`src/rtl/shift_arb_if.sv`:
```
`default_nettype none
// ============================================================================
// Module  : shift_arb_if
// Brief   : Two-port request / single-port result bundle for shift_arb.
// Rev     : 1.0  initial release
// ============================================================================
interface shift_arb_if;
    logic        req0_valid;
    logic        req0_ready;
    logic [2:0]  req0_op;
    logic [31:0] req0_data;
    logic [31:0] req0_amt;

    logic        req1_valid;
    logic        req1_ready;
    logic [2:0]  req1_op;
    logic [31:0] req1_data;
    logic [31:0] req1_amt;

    logic        res_valid;
    logic        res_ready;
    logic        res_id;
    logic [31:0] res_data;
    logic        busy;

    modport master (
        output req0_valid, req0_op, req0_data, req0_amt,
        output req1_valid, req1_op, req1_data, req1_amt,
        output res_ready,
        input  req0_ready, req1_ready,
        input  res_valid, res_id, res_data, busy
    );

    modport slave (
        input  req0_valid, req0_op, req0_data, req0_amt,
        input  req1_valid, req1_op, req1_data, req1_amt,
        input  res_ready,
        output req0_ready, req1_ready,
        output res_valid, res_id, res_data, busy
    );
endinterface
`default_nettype wire

```
`src/rtl/shift_arb.sv`:
```
`default_nettype none
// ============================================================================
// Module  : shift_arb
// Brief   : Round-robin arbiter and iterative controller for a shared shifter.
// Rev     : 1.0  initial release
// ============================================================================
module shift_arb #(
    parameter int STEP = 8
) (
    input  wire         clk,
    input  wire         rst_n,
    shift_arb_if.slave  bus
);

    localparam logic [1:0] c_IDLE   = 2'd0;
    localparam logic [1:0] c_SHIFT  = 2'd1;
    localparam logic [1:0] c_DONE   = 2'd2;

    localparam logic [2:0] c_OP_SLL = 3'b000;
    localparam logic [2:0] c_OP_SRL = 3'b001;
    localparam logic [2:0] c_OP_SRA = 3'b010;
    localparam logic [2:0] c_OP_ROL = 3'b011;
    localparam logic [2:0] c_OP_ROR = 3'b100;

    localparam logic [5:0] c_STEP   = 6'(STEP);

    logic [1:0]  state_q, state_d;
    logic        last_q,  last_d;
    logic        id_q,    id_d;
    logic [2:0]  op_q,    op_d;
    logic [31:0] work_q,  work_d;
    logic [4:0]  rem_q,   rem_d;

    logic        w_idle;
    logic        w_gnt0;
    logic        w_gnt1;
    logic [2:0]  w_sel_op;
    logic [31:0] w_sel_data;
    logic [4:0]  w_sel_amt;
    logic [4:0]  w_n;
    logic [5:0]  w_inv_n;
    logic [31:0] w_shifted;

    assign w_idle = (state_q == c_IDLE);

    // On a tie the port that did not complete most recently wins.
    assign w_gnt0 = w_idle & rst_n & bus.req0_valid & (~bus.req1_valid | last_q);
    assign w_gnt1 = w_idle & rst_n & bus.req1_valid & (~bus.req0_valid | ~last_q);

    assign w_sel_op   = w_gnt1 ? bus.req1_op   : bus.req0_op;
    assign w_sel_data = w_gnt1 ? bus.req1_data : bus.req0_data;
    assign w_sel_amt  = (w_sel_op > c_OP_ROR) ? 5'd0
                      : (w_gnt1 ? bus.req1_amt[4:0] : bus.req0_amt[4:0]);

    assign w_n     = ({1'b0, rem_q} < c_STEP) ? rem_q : c_STEP[4:0];
    assign w_inv_n = 6'd32 - {1'b0, w_n};

    always_comb begin
        w_shifted = work_q;
        case (op_q)
            c_OP_SLL: w_shifted = work_q << w_n;
            c_OP_SRL: w_shifted = work_q >> w_n;
            c_OP_SRA: w_shifted = 32'($signed(work_q) >>> w_n);
            c_OP_ROL: w_shifted = (work_q << w_n) | (work_q >> w_inv_n);
            c_OP_ROR: w_shifted = (work_q >> w_n) | (work_q << w_inv_n);
            default:  w_shifted = work_q;
        endcase
    end

    always_comb begin
        state_d = state_q;
        last_d  = last_q;
        id_d    = id_q;
        op_d    = op_q;
        work_d  = work_q;
        rem_d   = rem_q;
        case (state_q)
            c_IDLE: begin
                if (w_gnt0 | w_gnt1) begin
                    op_d    = w_sel_op;
                    work_d  = w_sel_data;
                    rem_d   = w_sel_amt;
                    id_d    = w_gnt1;
                    state_d = (w_sel_amt == 5'd0) ? c_DONE : c_SHIFT;
                end
            end
            c_SHIFT: begin
                work_d = w_shifted;
                rem_d  = rem_q - w_n;
                if (rem_q == w_n) begin
                    state_d = c_DONE;
                end
            end
            c_DONE: begin
                if (bus.res_ready) begin
                    state_d = c_IDLE;
                    last_d  = id_q;
                end
            end
            default: state_d = c_IDLE;
        endcase
    end

    always_ff @(posedge clk) begin
        if (!rst_n) begin
            state_q <= c_IDLE;
            last_q  <= 1'b1;
            id_q    <= 1'b0;
            op_q    <= 3'd0;
            work_q  <= 32'd0;
            rem_q   <= 5'd0;
        end else begin
            state_q <= state_d;
            last_q  <= last_d;
            id_q    <= id_d;
            op_q    <= op_d;
            work_q  <= work_d;
            rem_q   <= rem_d;
        end
    end

    assign bus.req0_ready = w_gnt0;
    assign bus.req1_ready = w_gnt1;
    assign bus.res_valid  = (state_q == c_DONE);
    assign bus.res_id     = id_q;
    assign bus.res_data   = work_q;
    assign bus.busy       = ~w_idle;

endmodule
`default_nettype wire

```
`src/flat_wrapper.sv`:
```
// flat-port wrapper written by rule: the top's interface ports become plain ports
module shift_arb_flat 
#(
    parameter int STEP = 8
)
  (clk, rst_n, bus_req0_valid, bus_req0_op, bus_req0_data, bus_req0_amt, bus_req1_valid, bus_req1_op, bus_req1_data, bus_req1_amt, bus_res_ready, bus_req0_ready, bus_req1_ready, bus_res_valid, bus_res_id, bus_res_data, bus_busy);
  shift_arb_if bus_i ();
  input  wire clk;
  input  wire rst_n;
  input wire logic [$bits(bus_i.req0_valid)-1:0] bus_req0_valid;
  input wire logic [$bits(bus_i.req0_op)-1:0] bus_req0_op;
  input wire logic [$bits(bus_i.req0_data)-1:0] bus_req0_data;
  input wire logic [$bits(bus_i.req0_amt)-1:0] bus_req0_amt;
  input wire logic [$bits(bus_i.req1_valid)-1:0] bus_req1_valid;
  input wire logic [$bits(bus_i.req1_op)-1:0] bus_req1_op;
  input wire logic [$bits(bus_i.req1_data)-1:0] bus_req1_data;
  input wire logic [$bits(bus_i.req1_amt)-1:0] bus_req1_amt;
  input wire logic [$bits(bus_i.res_ready)-1:0] bus_res_ready;
  output wire logic [$bits(bus_i.req0_ready)-1:0] bus_req0_ready;
  output wire logic [$bits(bus_i.req1_ready)-1:0] bus_req1_ready;
  output wire logic [$bits(bus_i.res_valid)-1:0] bus_res_valid;
  output wire logic [$bits(bus_i.res_id)-1:0] bus_res_id;
  output wire logic [$bits(bus_i.res_data)-1:0] bus_res_data;
  output wire logic [$bits(bus_i.busy)-1:0] bus_busy;
  assign bus_i.req0_valid = bus_req0_valid;
  assign bus_i.req0_op = bus_req0_op;
  assign bus_i.req0_data = bus_req0_data;
  assign bus_i.req0_amt = bus_req0_amt;
  assign bus_i.req1_valid = bus_req1_valid;
  assign bus_i.req1_op = bus_req1_op;
  assign bus_i.req1_data = bus_req1_data;
  assign bus_i.req1_amt = bus_req1_amt;
  assign bus_i.res_ready = bus_res_ready;
  assign bus_req0_ready = bus_i.req0_ready;
  assign bus_req1_ready = bus_i.req1_ready;
  assign bus_res_valid = bus_i.res_valid;
  assign bus_res_id = bus_i.res_id;
  assign bus_res_data = bus_i.res_data;
  assign bus_busy = bus_i.busy;
  shift_arb #(.STEP(STEP)) u_core (.clk(clk), .rst_n(rst_n), .bus(bus_i));
endmodule
```
`config.mk`:
```
export PLATFORM = sky130hd
export DESIGN_NAME = shift_arb_flat
export DESIGN_NICKNAME = d
export VERILOG_FILES = /design/src/rtl/shift_arb_if.sv /design/src/rtl/shift_arb.sv /design/src/flat_wrapper.sv
export SDC_FILE = /design/constraint.sdc
export NUM_CORES = 1
export LEC_CHECK = 0
export ABC_CLOCK_PERIOD_IN_PS = 5200
export BUFFER_PORTS_ARGS = -buffer_cell sky130_fd_sc_hd__buf_2
export CAP_MARGIN = 20
export CORE_MARGIN = 2
export CORE_UTILIZATION = 31
export DETAILED_ROUTE_END_ITERATION = 16
export GPL_ROUTABILITY_DRIVEN = 0
export PLACE_DENSITY = 0.48
export SYNTH_ARGS = -nofsm -noshare
export SYNTH_HDL_FRONTEND = slang
export SYNTH_SLANG_ARGS = --single-unit
```
`constraint.sdc`:
```
create_clock -name clk -period 5.2 [get_ports clk]
set_clock_uncertainty 0.15 [all_clocks]
set_input_delay 0.52 -clock clk [delete_from_list [all_inputs] [get_ports clk]]
set_output_delay 0.52 -clock clk [all_outputs]
set_load 0.05 [all_outputs]
```
; Word-level counts from Yosys, hierarchy flattened
; Cells that the tools add are included.
[classes]
n_addsub = 2
order_cmp = 2
eq_ne = 11
shifts = 5
muxes = 15
bitwise_logic = 14
reduce_logical = 9
[op_table]
columns = cell, n
row1 = 32-bit one-hot mux with 5 select lines, 1
row2 = 32-bit two-way mux, 2
row3 = 32-bit bitwise OR, 2
row4 = 32-bit one-hot mux with 2 select lines, 1
row5 = 32-bit by 5-bit << shifter with 32-bit output, 1
row6 = 32-bit by 6-bit << shifter with 32-bit output, 1
row7 = 32-bit by 5-bit >> shifter with 32-bit output, 1
row8 = 32-bit by 6-bit >> shifter with 32-bit output, 1
row9 = 32-bit by 5-bit >>> shifter with 32-bit output, 1
row10 = 5-bit two-way mux, 4
row11 = 5-bit one-hot mux with 2 select lines, 1
row12 = 2-bit two-way mux, 4
row13 = "3-bit by 2-bit == test with 1-bit output, second input constant", 2
row14 = "6-bit inequality test, second input constant", 1
row15 = 2-bit one-hot mux with 3 select lines, 1
row16 = 2-bit AND reduction, 3
row17 = 3-bit AND reduction, 2
row18 = "6-bit by 5-bit subtractor with 6-bit output, first input constant", 1
row19 = 1-bit bitwise AND, 5
row20 = 5-bit == test, 1
row21 = 5-bit logical NOT, 1
row22 = "5-bit by 4-bit less-than comparator with 1-bit output, second input constant", 1
row23 = 5-bit subtractor, 1
row24 = "2-bit inequality test, second input constant", 2
row25 = 12 further kinds, 17
[word_totals]
regBits = 44
output_inout_bits = 37

; Logic depth before layout (Yosys ltp)
; Gate-level depths: netlist of run 1.
[depth]
ltp_word = 11
mapped_depth = 16
mapped_depth_nobuf = 9

; Worst setup path after synthesis of run 1
; Ideal clock, no wire load.
[synth_path]
kind = reg2reg
startpoint = register u_core.rem_q[3]
endpoint = register u_core.work_q[0] (netlist: u_core.bus.res_data[0])
setup_ns = 0.081
t_arrival_ns = 3.503
setup_slack_ns = 1.466
path_stages_with_launch = 16
path_buffers = 6
cell_sequence = dfxtp_1 > buf_2 > nor3b_4 > inv_2 > buf_1 > clkbuf_1 > ha_1 > buf_2 > or4b_2 > clkbuf_1 > nor4_4 > buf_4 > o21ai_0 > o21ai_0 > nand2_1 > a41oi_1
[synth_between]
elab_chain_cells = 7
[synth_rtl]
columns = element, line_no
row1 = from (decl), shift_arb.sv:32  ; logic [4:0] rem_q, rem_d;
row2 = from (signal assigned), shift_arb.sv:118  ; rem_q <= rem_d;
row3 = 5-bit by 4-bit less-than comparator with 1-bit output, shift_arb.sv:55  ; assign w_n = ({1'b0, rem_q} < c_STEP) ? rem_q : c_STEP[4:0];
row4 = 5-bit two-way mux (*), shift_arb.sv:55
row5 = 6-bit by 5-bit subtractor with 6-bit output, shift_arb.sv:56  ; assign w_inv_n = 6'd32 - {1'b0, w_n};
row6 = 32-bit by 6-bit << shifter with 32-bit output / 32-bit by 6-bit >> shifter with 32-bit output (equally long branches), "shift_arb.sv:65, shift_arb.sv:64"
row7 = "32-bit bitwise OR, on equally long branches", "shift_arb.sv:65, shift_arb.sv:64"
row8 = 32-bit one-hot mux with 5 select lines (*), shift_arb.sv:60  ; case (op_q)
row9 = 32-bit one-hot mux with 2 select lines (*), shift_arb.sv:77  ; case (state_q)
row10 = to (signal assigned), shift_arb.sv:117  ; work_q <= work_d;
row11 = to (decl), shift_arb.sv:31  ; logic [31:0] work_q, work_d;
; Mark *: on every way between the ends. The rest lies on a longest branch, timed or not.
; A chain may end at the register's enable or synchronous reset.

; Worst setup path after layout of run 1
[layout_path]
startpoint = register u_core.rem_q[4]
endpoint = register u_core.work_q[22] (netlist: u_core.bus.res_data[22])
; The elaborated chain is that of the path after synthesis.

==> results of run 1 <==
-- state kept, by name, summed over array words and instances (netlist names) --
register	cells
u_core.last_q	1
u_core.rem_q	5
u_core.bus.res_id	1
u_core.op_q	3
u_core.state_q	2
u_core.bus.res_data	32
-- stage by stage --
stage               setup slack [ns]  hold slack [ns]  std cells  total power (uW)  util (%)
floorplan                       1.47            0.301       1048              1550         -
global placement                1.27            0.318       1401              2110      34.9
detailed placement              1.27            0.320       1401              2100      34.9
CTS                             1.43            0.315       1409              2510      35.6
global route                    1.26            0.326       1410              2660      35.7
finish                          1.38            0.319       1410              2590      35.7
-- area by class of cell --
cell class                 count  share of cell area [%]
clock buffer                   5                    1.44
clock inverter                 3                   0.533
inverter                      11                   0.476
multi-input combinational    862                    72.0
sequential                    44                    10.2
tap                          324                    4.67
timing repair buffer         161                    10.7
-- per-layer routing --
layer  track usage (%)  share of wire [%]  up-vias  routed length [um]
li1                  -                  -     4146                   -
met2              46.0                 42      841               17200
met5                 0                  0        -                   0
met3              7.22                 12      189                5160
met1              41.8                 40     4577               16400
met4              15.2                6.0        0                2500
-- logic make-up (layout without fill, tap and decap cells) --
kind of cell	count (synthesis)	in the layout	synth area share, %
muxes	138	138	23.4
DFF	44	44	11.5
AOI/OAI and AO/OA	366	366	34.3
and+or+nand+nor	350	350	22.1
buffers and inverters	142	180	7.84
xor gates and xnor gates	5	5	0.569
other	1	1	0.0488
adders and majority gates	2	2	0.325
-- power by group --
group / total, uW / internal [uW] / switching (uW)
clock network: 410 / 230 / 181
registers: 591 / 382 / 209
logic: 1590 / 539 / 1050
total: 2590 / 1150 / 1440
-- worst max-delay path, stage by stage (launching register included) --
cell,delay (ns)
dfxtp_1,0.71
nor3b_4,0.10
inv_2,0.08
ha_1,0.37
or4b_2,0.89
nor3_4,0.55
nand2_1,0.28
o221a_2,0.31
o311a_1,0.15
a21oi_1,0.15
-- worst max-delay path by stage --
stage,start,end
after floorplan,u_core.rem_q[3],u_core.bus.res_data[0]
after global placement,rst_n,u_core.bus.res_data[5]
after detailed placement,rst_n,u_core.bus.res_data[5]
after CTS,rst_n,bus_req1_ready
after global routing,u_core.rem_q[4],u_core.bus.res_data[22]
final,u_core.rem_q[4],u_core.bus.res_data[22]
-- cells in the mapped netlist, types with 17 or more instances --
cell type / n / area share, %
nand2_1: 128 / 6.2
a21oi_1: 63 / 4.1
mux4_2: 27 / 7.9
a31oi_1: 18 / 1.5
mux2i_1: 89 / 12
mux2_2: 17 / 2.5
buf_2: 20 / 1.3
o21ai_0: 53 / 3.4
nand3_1: 31 / 2.0
dfxtp_1: 44 / 11
a211oi_1: 32 / 3.1
nor2_1: 94 / 4.6
o211ai_1: 24 / 2.3
clkbuf_1: 87 / 4.2
==> results.py, run 1 <==
metrics = {
    "route": {
        "ant_nets": 0,
        "wl_um": 41300,
        "vias": 9753,
        "drc": 0,
        "wire_per_inst_um": 29.3,
        "viasPerCell": 6.92,
        "dr.pass1.iters": 6,
        "drtIter0Drc": 1603,
    },
    "status": {
        "status": "finished clean",
    },
    "floorplan": {
        "core-area_um2": 24300,
        "fp.dieH_um": 162,
        "fp.dieW_um": 162,
        "rows": 57,
        "dieArea_um2": 26100,
        "initial_core_util_pct": 31.6,
        "io-pin-count": 176,
    },
    "sta": {
        "hold_viol": 0,
        "final.setup.tns_ns": 0,
        "drv_slew": 0,
        "fmax_ghz": 0.261,
        "rsz0062_at_grt": "no",
        "slew_headroom_pct": 27.4,
        "fin_crit_ns": 3.82,
        "finalSetupViolations": 0,
        "finalCritPeriodShare_pct": 73.5,
        "tightest_slew_ns": 1.09,
    },
    "setup_path": {
        "start_kind": "flop",
        "endpoint_kind": "flop",
        "crit_required_ns": 5.30,
        "worst-r2r-cell-count": 9,
        "critical_path_class": "flop to flop",
        "r2r-end": "u_core.bus.res_data[22]",
        "cp_data_arrival_time_ns": 3.93,
        "crit_path_max_fanout": 14,
        "r2r_setup_slack_ns": 1.38,
        "r2r-start": "u_core.rem_q[4]",
    },
    "final_layout": {
        "areaGrowthSynthToFinish_pct": 12.9,
        "nNetsFinal": 1226,
        "n_fill_cell": 2583,
        "drive_gt1_share_pct": 23.1,
        "seq_area_um2": 883,
        "antenna_cells": 0,
        "design_area_um2": 8680,
        "final_common_cell": "nand2_1",
        "final_cell_mix": "128 x nand2_1, 121 x buf_2, 92 x nor2_1",
        "multi_input_area_um2": 6250,
    },
    "power": {
        "peakVddDrop_uv": 121,
        "power.density_nw_per_um2": 298,
        "p_leak_uw": 0.00333,
    },
    "clock_network": {
        "clk_pin_slew_ns": 0.08,
        "cts_setup_buffers": 0,
        "cts_tree": "built",
        "max-clock-path-buffers": 2,
        "clock_sinks": 44,
        "insertion_delay_ns": 0.32,
        "cts_resized": 0,
        "htreeDepth": 2,
        "cts_made_buffers": 5,
        "root_buffer": "clkbuf_16",
        "hold_buffers": 0,
    },
    "global_route": {
        "grt_max_degree": 60,
        "grt_pass1_vias": 9073,
        "grt_pass1_wl_um": 60900,
        "antenna_found_initial": 0,
        "grtUsageTotal_pct": 30.9,
        "gr-total-overflow": 0,
    },
    "synthesis": {
        "synth_top_flop_cell": "dfxtp_1",
        "syn_area_per_cell_um2": 7.34,
        "synth_cell_types": 90,
        "synth_nets": 1189,
        "synth-seq-cells": 44,
        "yosysWarnings": 0,
        "synth.cell_area_um2": 7690,
        "postSynth.asyncResetShare_pct": 0,
        "synthCells": 1048,
        "synth_edf_count": 0,
        "ys_seq_area_share_pct": 11.5,
    },
    "placed_design": {
        "dpl_cell_area_um2": 8480,
        "hpwl_um": 28500,
        "portBuffers": 121,
    },
    "hold_path": {
        "hold_path.class": "input port to flop",
        "whs_endpoint": "u_core.last_q",
        "min_path_cells": 3,
        "hp-start": "bus_res_ready",
    },
    "job": {
        "cap_viol_max_count": 0,
    },
}
Note: power is estimated with default switching activity, not from simulation.
==> run 2: changes to the inputs <==
ABC_AREA = 1   (was not set)
ABC_CLOCK_PERIOD_IN_PS = 3360   (was 5200)
PLACE_DENSITY = 0.5   (was 0.48)
clock period = 3.36 ns   (was 5.2 ns; I/O delays follow)
==> run 2 against run 1 <==
Net effect: synthesized cell count increased by 48%; sequential share of layout area decreased by 0.10 points; worst hold slack got worse by 0.16 ns; global-route usage decreased by 3.0 points; non-clock buffer count decreased by 7; synthesized area increased by 0.91%; cell count increased by 38%; via count increased by 13%; register-to-register slack got worse by 0.95 ns; design area increased by 0.72%; wire length decreased by 9.6%; total power increased to 2.6 times the previous value; largest power group unchanged.
==> results.py, run 2 <==
metrics = {
    "status": {
        "status": "finished clean",
    },
    "synthesis": {
        "synth_top_flop_cell": "dfxtp_1",
        "yosysTopAreaCell": "nand2_1",
        "synth-seq-cells": 44,
        "netlist.area_leader.share_pct": 28.2,
        "synthCells": 1547,
        "yosysMostFrequentCell": "nand2_1",
        "ys_seq_area_share_pct": 11.4,
        "syn_area_per_cell_um2": 5.02,
        "synthTopCellsByArea": "nand2_1 28%, nand3_1 23%, dfxtp_1 11%",
        "yosysWarnings": 0,
        "synthTopCellsByCount": "583 x nand2_1, 358 x nand3_1, 125 x a21oi_1",
        "synth.cell_area_um2": 7760,
        "synth_nets": 1688,
        "synth_edf_count": 0,
        "postSynth.asyncResetShare_pct": 0,
        "synth_cell_types": 44,
    },
    "clock_network": {
        "max-clock-path-buffers": 2,
        "clk_pin_slew_ns": 0.07,
        "hold_buffers": 0,
        "cts_tree": "built",
        "cts_resized": 0,
        "cts_made_buffers": 5,
        "cts_setup_buffers": 0,
        "insertion_delay_ns": 0.31,
        "clock_sinks": 44,
        "root_buffer": "clkbuf_16",
        "htreeDepth": 2,
    },
    "setup_path": {
        "endpoint_kind": "flop",
        "r2r_setup_slack_ns": 0.43,
        "cp_data_arrival_time_ns": 2.97,
        "crit_path_max_fanout": 49,
        "r2r-start": "u_core.rem_q[3]",
        "crit_required_ns": 3.40,
        "start_kind": "flop",
        "critical_path_class": "flop to flop",
        "worst-r2r-cell-count": 14,
        "r2r-end": "u_core.bus.res_data[2]",
    },
    "floorplan": {
        "rows": 57,
        "io-pin-count": 176,
        "fp.dieW_um": 162,
        "dieArea_um2": 26300,
        "initial_core_util_pct": 31.7,
        "fp.dieH_um": 162,
        "core-area_um2": 24500,
    },
    "hold_path": {
        "hold_path.class": "input port to flop",
        "whs_endpoint": "u_core.last_q",
        "hp-start": "bus_res_ready",
        "min_path_cells": 3,
    },
    "final_layout": {
        "largest_reg_flops": 32,
        "antenna_cells": 0,
        "drive_gt1_share_pct": 13.7,
        "multi_input_area_um2": 5980,
        "seq_area_um2": 881,
        "n_fill_cell": 2857,
        "areaGrowthSynthToFinish_pct": 12.6,
        "nNetsFinal": 1758,
        "final_cell_mix": "583 x nand2_1, 358 x nand3_1, 125 x a21oi_1",
        "fin_cells": 1942,
        "final_common_cell": "nand2_1",
    },
    "route": {
        "wire_per_inst_um": 19.2,
        "vias": 11000,
        "dr.pass1.iters": 6,
        "viasPerCell": 5.67,
        "ant_nets": 0,
        "wl_um": 37300,
        "drtIter0Drc": 1653,
        "drc": 0,
    },
    "sta": {
        "fmax_ghz": 0.341,
        "final.setup.tns_ns": 0,
        "fin_crit_ns": 2.93,
        "hold_viol": 0,
        "rsz0062_at_grt": "no",
        "finalSetupViolations": 0,
        "finalCritPeriodShare_pct": 87.3,
        "tightest_slew_ns": 1.05,
        "slew_headroom_pct": 30.0,
        "drv_slew": 0,
    },
    "placed_design": {
        "hpwl_um": 28800,
        "portBuffers": 121,
        "dp.cells": 1934,
    },
    "power": {
        "p_leak_uw": 0.00435,
        "power.density_nw_per_um2": 775,
        "peakVddDrop_uv": 278,
    },
    "global_route": {
        "grt_pass1_vias": 9989,
        "grt_max_degree": 61,
        "gr-total-overflow": 0,
        "grt_pass1_wl_um": 56900,
        "antenna_found_initial": 1,
        "grtUsageTotal_pct": 27.9,
    },
    "job": {
        "cap_viol_max_count": 0,
    },
}
-- run 2: cell types whose count changed after synthesis, moves of 22 or more --
| cell | delta |
|---|---|
| a21oi_1 | +62 |
| a211oi_1 | -30 |
| mux4_2 | -27 |
| mux2i_1 | -88 |
| nand3_1 | +327 |
| clkbuf_1 | -64 |
| nand2_1 | +455 |
| inv_1 | +82 |
| nor2_1 | -22 |
| buf_2 | +23 |
-- run 2: how the worst max path moves through the flow --
| stage | from | to | depth (start not counted) |
|---|---|---|---|
| CTS | u_core.rem_q[3] | u_core.bus.res_data[2] | 14 |
| floorplan | u_core.state_q[0] | u_core.bus.res_data[13] | 12 |
| global route | u_core.rem_q[3] | u_core.bus.res_data[2] | 14 |
| global placement | rst_n | u_core.bus.res_data[21] | 12 |
| finish | u_core.rem_q[3] | u_core.bus.res_data[2] | 14 |
| detailed placement | rst_n | u_core.bus.res_data[21] | 12 |
-- run 2: area by class of cell --
type,instances,area share (%)
multi-input cells,1301,68.5
repair buffers,154,10.3
flip-flops and latches,44,10.1
inverters,111,4.77
well taps,324,4.64
clock buffers,5,1.43
clock inverters,3,0.286
-- run 2: cell families (layout without fill, tap and decap cells) --
kind of cell	Yosys count	count (layout)	synth area share [%]
AND/OR/NAND/NOR	1078	1078	61.3
AO/OA/AOI/OAI	217	217	15.0
buffers and inverters	202	273	11.6
flip-flops	44	44	11.4
adder cells (fa/ha/maj)	2	2	0.322
XOR/XNOR	2	2	0.226
other	1	1	0.0483
multiplexers	1	1	0.129
-- run 2: metrics by stage --
stage	util (%)	hold WS, ns	total power (uW)	setup slack [ns]	area [um2]
floorplan	-	0.300	4570	0.586	7760
global placement	35.1	0.320	6060	0.505	8590
detailed placement	35.1	0.325	6060	0.479	8590
CTS	35.7	0.159	6620	0.488	8740
global route	35.7	0.170	7280	0.181	8740
finish	35.7	0.160	6780	0.428	8740
-- run 2: power by group --
group	internal [uW]	switching, uW	leakage, uW
logic	1490	3990	0.00392
registers	627	138	0.000362
clock network	282	251	0.0000708
total	2400	4380	0.00435
-- run 2: metal layers --
layer / up-vias / part of all wire (%) / global-route usage [%] / wire (um)
li1: 5270 / - / - / -
met4: 2 / 5.5 / 13.5 / 2050
met3: 126 / 12 / 5.03 / 4410
met5: - / 0.035 / 0 / 13
met2: 728 / 42 / 43.0 / 15700
met1: 4883 / 41 / 37.5 / 15200
-- run 2: worst max-delay path: stages, from the launching register on --
cell	delay, ns
dfxtp_1	0.49
nor2_8	0.07
buf_12	0.18
nand3_1	0.11
nand2_2	0.24
inv_2	0.42
nand2_1	0.13
nand2_1	0.09
nand2_1	0.07
nand3_1	0.13
nand2_1	0.06
o21ai_1	0.34
nand2_1	0.16
nand2_1	0.09
a21oi_1	0.05
